### src/rtl/csa_final_adder.sv
// Two-stage final adder that resolves a carry-save (sum, carry) pair into a binary sum.
// Stage 1 adds the low half; stage 2 adds the high half with the registered low-half carry.
module csa_final_adder #(
  parameter int WIDTH = 64
) (
  input  logic             forever_cpuclk,
  input  logic             cpurst_b,
  input  logic             flush,
  input  logic             in_vld,
  output logic             in_rdy,
  input  logic [WIDTH-1:0] s_in,
  input  logic [WIDTH-1:0] ca_in,
  output logic             out_vld,
  input  logic             out_rdy,
  output logic [WIDTH-1:0] res
);

  localparam int H = WIDTH / 2;

  if ((WIDTH % 2) != 0 || WIDTH < 8) begin : g_width_check
    $error("csa_final_adder: WIDTH must be even and at least 8");
  end

  // Handshake: a transfer happens on a rising edge only when the valid and
  // ready of that side are both high; flush overrides every transfer.
  logic           s1_vld;
  logic           s2_vld;
  logic           s1_c;
  logic [H-1:0]   s1_lo;
  logic [H-1:0]   s1_s_hi;
  logic [H-1:0]   s1_ca_hi;
  logic [WIDTH-1:0] res_q;

  logic           s2_adv;
  logic           s1_adv;
  logic           in_fire;
  logic [H:0]     lo_sum;
  logic [H-1:0]   hi_sum;
  logic           unused_ca_msb;

  assign s2_adv  = !s2_vld || out_rdy;
  assign s1_adv  = s1_vld && s2_adv;
  assign in_rdy  = !flush && (!s1_vld || s1_adv);
  assign in_fire = in_vld && in_rdy;

  // The carry vector is shifted left by one: its top bit falls off the result.
  assign unused_ca_msb = ca_in[WIDTH-1];
  assign lo_sum = {1'b0, s_in[H-1:0]} + {1'b0, ca_in[H-2:0], 1'b0};
  assign hi_sum = s1_s_hi + s1_ca_hi + {{(H-1){1'b0}}, s1_c};

  always_ff @(posedge forever_cpuclk or negedge cpurst_b) begin
    if (!cpurst_b) begin
      s1_vld <= 1'b0;
      s2_vld <= 1'b0;
      res_q  <= '0;
    end else if (flush) begin
      s1_vld <= 1'b0;
      s2_vld <= 1'b0;
    end else begin
      if (in_fire) begin
        s1_vld <= 1'b1;
      end else if (s1_adv) begin
        s1_vld <= 1'b0;
      end
      if (s2_adv) begin
        s2_vld <= s1_vld;
      end
      if (s1_adv) begin
        res_q <= {hi_sum, s1_lo};
      end
    end
  end

  always_ff @(posedge forever_cpuclk) begin
    if (in_fire) begin
      s1_lo    <= lo_sum[H-1:0];
      s1_c     <= lo_sum[H];
      s1_s_hi  <= s_in[WIDTH-1:H];
      s1_ca_hi <= ca_in[WIDTH-2:H-1];
    end
  end

  assign out_vld = s2_vld;
  assign res     = res_q;

endmodule
### config.mk
export PLATFORM = sky130hd
export DESIGN_NAME = csa_final_adder
export DESIGN_NICKNAME = d
export VERILOG_FILES = /design/src/rtl/csa_final_adder.sv
export SDC_FILE = /design/constraint.sdc
export NUM_CORES = 1
export LEC_CHECK = 0
export ABC_AREA = 1
export BUFFER_PORTS_ARGS = -buffer_cell sky130_fd_sc_hd__buf_2
export CAP_MARGIN = 15
export CORE_ASPECT_RATIO = 1.75
export CORE_MARGIN = 2
export CORE_UTILIZATION = 25
export DETAILED_ROUTE_END_ITERATION = 10
export HOLD_SLACK_MARGIN = 0.06
export PLACE_DENSITY = 0.42
export REMOVE_ABC_BUFFERS = 1
export SLEW_MARGIN = 20
export SYNTH_ARGS = -nofsm -noshare
export SYNTH_HDL_FRONTEND = slang
export SYNTH_SLANG_ARGS = --single-unit
### constraint.sdc
create_clock -name forever_cpuclk -period 6 [get_ports forever_cpuclk]
set_input_delay 1.2 -clock forever_cpuclk [delete_from_list [all_inputs] [get_ports forever_cpuclk]]
set_output_delay 1.2 -clock forever_cpuclk [all_outputs]
set_load 0.02 [all_outputs]
* Yosys cells after proc, flatten, opt, wreduce, memory -nomap -nowiden
Cells that the tools add are included.
** Cells by class
- $add $sub $neg :: 3
- Multiplexer cells :: 5
- Bitwise logic cells :: 1
- Reduce and logical (&&, ||, !) cells :: 11
** Operator list (count)
- 32-bit by 32-bit adder with 33-bit output :: 1
- 32-bit by 1-bit adder with 32-bit output :: 1
- 32-bit adder :: 1
- 1-bit 2-to-1 mux :: 5
- 1-bit logical AND :: 3
- 1-bit zero test :: 3
- 3-bit nonzero test :: 1
- 1-bit logical OR :: 2
- 2-bit AND reduction :: 1
- 2-bit nonzero test :: 1
- 1-bit inverter :: 1
** Storage, ports and cells
- Register bits :: 163
- Output and inout port bits :: 66
- Word-level logic and storage cells :: 27

* Longest topological paths before layout
Gate-level depths: netlist (run 1).
- Depth in word-level cells :: 8
- Mapped depth :: 13

* Worst setup path after synthesis (run 1)
OpenSTA, ideal clock, no wires.
- Kind :: input to register
- From :: in out_rdy
- To :: reg s1_c (enable)
- Library setup time :: 554 ps
- Arrival :: 5509 ps
- Setup slack :: -63 ps
- Stages :: 6
- Cell sequence :: nor2_1 -> inv_1 -> nor2_1 -> inv_1 -> nand2_1 -> nor2_1
** Between the ends
- Cells in the longest elaborated chain, start to end :: 5
** RTL lines
- start, declared :: RTL line 14 : input logic out_rdy,
- 1-bit logical OR :: RTL line 41 : assign s2_adv = !s2_vld || out_rdy;
- 1-bit logical AND :: RTL line 42 : assign s1_adv = s1_vld && s2_adv;
- 1-bit logical OR :: RTL line 43 : assign in_rdy = !flush && (!s1_vld || s1_adv);
- 1-bit logical AND :: RTL line 43
- 1-bit logical AND :: RTL line 44 : assign in_fire = in_vld && in_rdy;
- named net in_fire :: RTL line 36 : logic in_fire;
- end signal, assigned :: RTL line 77 : s1_c <= lo_sum[H];
- end, declared :: RTL line 28 : logic s1_c;
The timed path passes the listed nets, and every way through them passes these cells.
A chain may end at the register's enable or synchronous reset.

* Final worst setup path (run 1)
- From :: in out_rdy
- To :: out in_rdy
** Between the ends
- Cells in the longest elaborated chain, start to end :: 4
** RTL lines
- 1-bit logical OR :: RTL line 41
- 1-bit logical AND :: RTL line 42
- 1-bit logical OR :: RTL line 43
- 1-bit logical AND :: RTL line 43
- end, declared :: RTL line 10 : output logic in_rdy,
Every way passes these cells.

==> flow_summary.ini, run 1 <==
[status]
status = complete, no violations

[timing]
rsz0062_at_grt = no
finalHoldViolCount = 0
setup_ws_ns = 2.891
skew_ns = 0.01757
fin_crit_sh_pct = 51.82
setup_viol = 0
whs_ns = 0.4396
drv_slew = 0
maxSlewHeadroom_pct = 41.98
finalCriticalPeriod_ns = 3.109
fin_tns_setup_ns = 0
fmax_ghz = 0.3216
worst_pin_slew_ns = 0.8703

[route]
drcViolationCount = 0
wirelength_mm = 31.76
wl_per_cell_um = 16.59
drt-pass1-iter-count = 5
drt_iter0_markers = 316
vias = 8361
routed_via_density = 4.368
antenna_left = 0

[critical_path]
arrival_ns = 1.91
r2r-start = s1_c
r2r_slack_ns = 3.31
required_ns = 4.80
path_class = in2out
cp_max_fo = 3
worstRegToRegCells = 10
end_kind = primary output
rr_endpoint = res[60]
crit_path_start_kind = input port

[worst_hold_path]
hold_path_depth = 2
min_path_type = reg2reg
hold_start = s1_lo[17]
hold_end = res[17]

[placement]
dp_hpwl_mm = 25.73
io_buffers = 197
finalWeightedCongestion = 0.9202
post-place-ws_ns = 2.628

[synthesis]
synthDistinctLibCells = 33
postSynthCellCount = 1207
synth_seq_cells = 163
yosysWarnings = 0
syn_avg_cell_area_um2 = 8.020
synth-seq-area-share_pct = 47.15
syn-cell-area_mm2 = 0.009681

[cts]
root_buffer = clkbuf_16
cts.path.max_buffers = 2
cts_made_buffers = 17
cts_setup_buffers = 0
h-tree-depth = 4
hold_buffers = 0
cts_sinks = 163
insertion_delay_ns = 0.46
cts_tree = done
ctsResizeCount = 0
path_clk_slew_ns = 0.07

[die]
die_w_um = 152.8
die_y_um = 264.3
start_util_pct = 25.29
fp-row-count = 95
io_pins = 199
core_area_mm2 = 0.03827
fp.dieArea_mm2 = 0.04037

[job]
drv_cap = 0

[layout]
final_cell_mix = nand2_1 (466), buf_2 (196), inv_1 (148)
drive_above_1_share_pct = 18.89
layout_commonest_cell = nand2_1
fillers = 4210
finish.utilization_pct = 31.15
syn2layout_area_growth_pct = 23.16
nNetsFinal = 1613
num_antenna_cells = 0

[pwr]
p_leak_uw = 0.006023
power_uw = 3401
p_per_area_mw_per_mm2 = 285.3
peakVddDrop_uv = 156.3

[global_route]
grt_max_degree = 67
antenna_found_initial = 1
grt_overflow = 0
grt_use_total_pct = 16.07
grt_first_pass_wirelength_mm = 49.05
first_global_vias = 9005
## worst max-delay path, cell delays in order
cell	delay, ns
buf_2	0.09
nor2_1	0.09
inv_1	0.07
nor2_1	0.09
inv_1	0.05
nand2_1	0.12
inv_1	0.05
buf_2	0.15
## metal layers
layer | global-route usage (%) | up-vias | part of all wire [%]
met5 | 0 | - | 0.044
met4 | 8.183 | 2 | 4.2
met3 | 2.625 | 65 | 3.3
met2 | 33.17 | 194 | 59
met1 | 14.58 | 3790 | 34
li1 | - | 4310 | -
## registers in the layout (all words and copies together), names as in the netlist
name      count
res          64
s1_ca_hi     32
s1_lo        32
s1_s_hi      32
out_vld       1
s1_c          1
s1_vld        1
## through the flow
stage / std cells / area (um2)
floorplan: 1194 / 9625
global placement: 1881 / 11270
detailed placement: 1881 / 11270
CTS: 1913 / 11900
global route: 1914 / 11920
finish: 1914 / 11920
## final cells by class
type / instances / area, um2 / share of cell area (%)
Tap cell: 485 / 606.8 / 5.090
Inverter: 150 / 563.0 / 4.722
Clock inverter: 14 / 187.7 / 1.574
Multi-Input combinational cell: 881 / 4508 / 37.81
Sequential cell: 163 / 4564 / 38.28
Clock buffer: 18 / 439.2 / 3.683
Timing Repair Buffer: 203 / 1054 / 8.836
## report_power, final
part / internal (uW) / switching [uW]
Clock: 680 / 507
Sequential: 1340 / 65.9
Combinational: 275 / 538
## worst max-delay path by stage
| stage | startpoint | to | slack, ns | cells after the start |
|---|---|---|---|---|
| after floorplan | out_rdy | s1_c | -0.06 | 6 |
| after global placement | s_in[14] | s1_lo[27] | 2.63 | 10 |
| after detailed placement | s_in[1] | s1_lo[27] | 2.63 | 13 |
| after CTS | out_rdy | in_rdy | 2.88 | 8 |
| after global routing | out_rdy | in_rdy | 2.81 | 8 |
| final | out_rdy | in_rdy | 2.89 | 8 |
## cell families (layout without fill, tap and decap cells)
group                      count (synthesis)  count (layout)  share of synthesized area [%]
adders and majority gates                 64              64                          8.505
DFF                                      163             163                          47.15
buffers and inverters                    163             385                          6.385
and+or+nand+nor                          672             672                          28.60
xor gates and xnor gates                  35              35                          3.244
AOI/OAI and AO/OA                        110             110                          6.114
## Yosys cell counts (all sizes together)
| library cell | instances | share of area [%] |
|---|---|---|
| inv | 150 | 5.8 |
| xnor2 | 17 | 1.5 |
| ha | 61 | 7.9 |
| o221ai | 1 | 0.090 |
| o211ai | 2 | 0.21 |
| buf | 6 | 0.30 |
| nand3b | 7 | 0.54 |
| a21o | 4 | 0.31 |
| nand2 | 485 | 19 |
| a21boi | 1 | 0.078 |
| dfrtp | 66 | 17 |
| clkbuf | 7 | 0.27 |
| a21oi | 60 | 3.1 |
| o21ai | 36 | 1.9 |
| fa | 3 | 0.62 |
| nand4 | 11 | 0.71 |
| xor2 | 18 | 1.7 |
| edfxtp | 97 | 30 |
| nand3 | 69 | 3.7 |
| o21bai | 4 | 0.31 |
| nor2 | 86 | 3.5 |
| and2 | 1 | 0.065 |
| o21a | 2 | 0.16 |
| nor3 | 13 | 0.78 |
No activity file was read; power rests on OpenSTA's default activity.
==> run 2: changes to the inputs <==
--- a/config.mk
+++ b/config.mk
@@ -13,7 +13,7 @@
 export CORE_UTILIZATION = 25
 export DETAILED_ROUTE_END_ITERATION = 10
 export HOLD_SLACK_MARGIN = 0.06
-export PLACE_DENSITY = 0.42
+export PLACE_DENSITY = 0.43
 export REMOVE_ABC_BUFFERS = 1
 export SLEW_MARGIN = 20
 export SYNTH_ARGS = -nofsm -noshare
==> constraint.sdc (replaced) <==
create_clock -name forever_cpuclk -period 2.8 [get_ports forever_cpuclk]
set_input_delay 0.56 -clock forever_cpuclk [delete_from_list [all_inputs] [get_ports forever_cpuclk]]
set_output_delay 0.56 -clock forever_cpuclk [all_outputs]
set_load 0.02 [all_outputs]
==> run 2 against run 1 <==
Non-clock buffer count increased by 12. Sequential share of layout area decreased by 0.26 points. Die area unchanged. Core utilization increased by 0.22 points. Flip-flop and latch count unchanged. Combinational power increased by 120%. Largest cell class unchanged. Highest routed layer unchanged.
==> flow_summary.ini, run 2 (synthesized netlist as in run 1, its figures left out) <==
[timing]
finalHoldViolCount = 0
skew_ns = 0.01388
drv_slew = 0
maxSlewHeadroom_pct = 59.28
fin_crit_sh_pct = 90.63
rsz0062_at_grt = no
setup_viol = 0
worst_pin_slew_ns = 0.6093
finalCriticalPeriod_ns = 2.538
fmax_ghz = 0.3941

[critical_path]
end_kind = flip-flop
cp_max_fo = 3
arrival_ns = 2.87
r2r-start = s1_c
cp_slowest_stage_delay_ns = 0.53
worstRegToRegCells = 10
rr_endpoint = res[60]
path_class = reg2reg
crit_path_start_kind = flip-flop
crit_chain = fa_1 > fa_1 > nand3_1 > nand3_1 > nand3_1 > nand3_1 > nand2_1 > nand3_1 > nand3_1 > nand2_1
required_ns = 3.14
r2r_slack_ns = 0.26
timing.critical_path.from = s1_c
cpMostUsedCell = nand3_1
crit_path_top_delay_cell = fa_1

[cts]
cts_made_buffers = 17
h-tree-depth = 4
cts_sinks = 163
cts_setup_buffers = 0
insertion_delay_ns = 0.45
path_clk_slew_ns = 0.08
hold_buffers = 0
root_buffer = clkbuf_16
cts_tree = done
ctsResizeCount = 0
cts.path.max_buffers = 2

[layout]
final_cell_mix = nand2_1 (466), buf_2 (196), inv_1 (148)
drive_above_1_share_pct = 19.64
fillers = 4192
finish.utilization_pct = 31.37
fin_area_mm2 = 0.01201
syn2layout_area_growth_pct = 24.01
layout_commonest_cell = nand2_1
nNetsFinal = 1625
largest_reg_flops = 64

[pwr]
power.net_switching_uw = 2450
p_per_area_mw_per_mm2 = 598.9
clkPwrFrac_pct = 33.4
pwr-share-seq_pct = 41.9
p_leak_uw = 0.006074
sw_frac_of_total_pct = 34.07
peakVddDrop_uv = 381.8
intPower_uw = 4741
combPwrFrac_pct = 24.7
power_uw = 7191

[global_route]
grt_use_total_pct = 16.17
grt_first_pass_wirelength_mm = 49.29
grt_overflow = 0
first_global_vias = 9035
grt_max_degree = 39
antenna_found_initial = 2

[die]
start_util_pct = 25.29
die_w_um = 152.8
fp-row-count = 95
fp.dieArea_mm2 = 0.04037
core_area_mm2 = 0.03827
die_y_um = 264.3
io_pins = 199

[route]
routed_via_density = 4.452
antenna_left = 0
vias = 8579
wl_per_cell_um = 16.69
wirelength_mm = 32.16
drt-pass1-iter-count = 5
drcViolationCount = 0
drt_iter0_markers = 341

[job]
drv_cap = 0

[placement]
dp_hpwl_mm = 26.24
place_area_mm2 = 0.01142
io_buffers = 197
finalWeightedCongestion = 0.9910

[status]
status = complete, no violations

[worst_hold_path]
min_path_type = in2async
run 2: cell count changes in the layout (fill, tap and decap cells not counted), sizes merged:
cell      previous run  this run
buf                203       215
bufinv               3         1
clkbuf              18        17
clkinvlp             1         2
diode                0         1
inv                158       160
run 2: metal layers:
metal  routed length [um]  track usage (%)  vias up
li1                     -                -     4327
met1                10740            14.73     3955
met5                   11                0        -
met2                18750            32.98      224
met3                 1004            2.707       71
met4                 1665            8.784        2
run 2: area by class of cell:
cell class              count  area, um2  area share [%]
flip-flops and latches    163       4564           38.02
multi-input cells         881       4508           37.55
repair buffers            215       1174           9.776
well taps                 485      606.8           5.055
inverters                 150      563.0           4.690
clock buffers              17      425.4           3.544
clock inverters            15      161.4           1.344
diodes                      1      2.502         0.02084
run 2: worst max-delay path by stage:
stage / cells past startpoint / to
2_1_floorplan: 6 / s1_c
3_3_place_gp: 13 / s1_lo[27]
3_5_place_dp: 13 / s1_lo[27]
4_1_cts: 10 / res[60]
5_1_grt: 10 / res[52]
6_report: 10 / res[60]
run 2: critical path: cells and delay by family, from the launching register on:
family        cells  cell delay [ns]
flops             1             0.40
simple gates      8             1.05
fa+ha+maj         2             0.97
run 2: stage by stage:
step	std cells	setup TNS, ns	setup slack (ns)	hold slack, ns
after floorplan	1194	-275.14	-2.623	0.2644
after global placement	1894	0	0.1792	0.4216
after detailed placement	1894	0	0.1763	0.4268
after CTS	1926	0	0.2242	0.09747
after global routing	1927	0	0.08870	0.09534
final	1927	0	0.2623	0.08059
run 2: power groups by stage:
stage          clock, uW  sequential (uW)  combinational (uW)
4_1_cts             2490             3020                1810
5_1_grt             2570             3050                1970
6_report            2400             3010                1770
2_1_floorplan          0             3280                 838
3_5_place_dp           0             3070                1800
3_3_place_gp           0             3070                1790
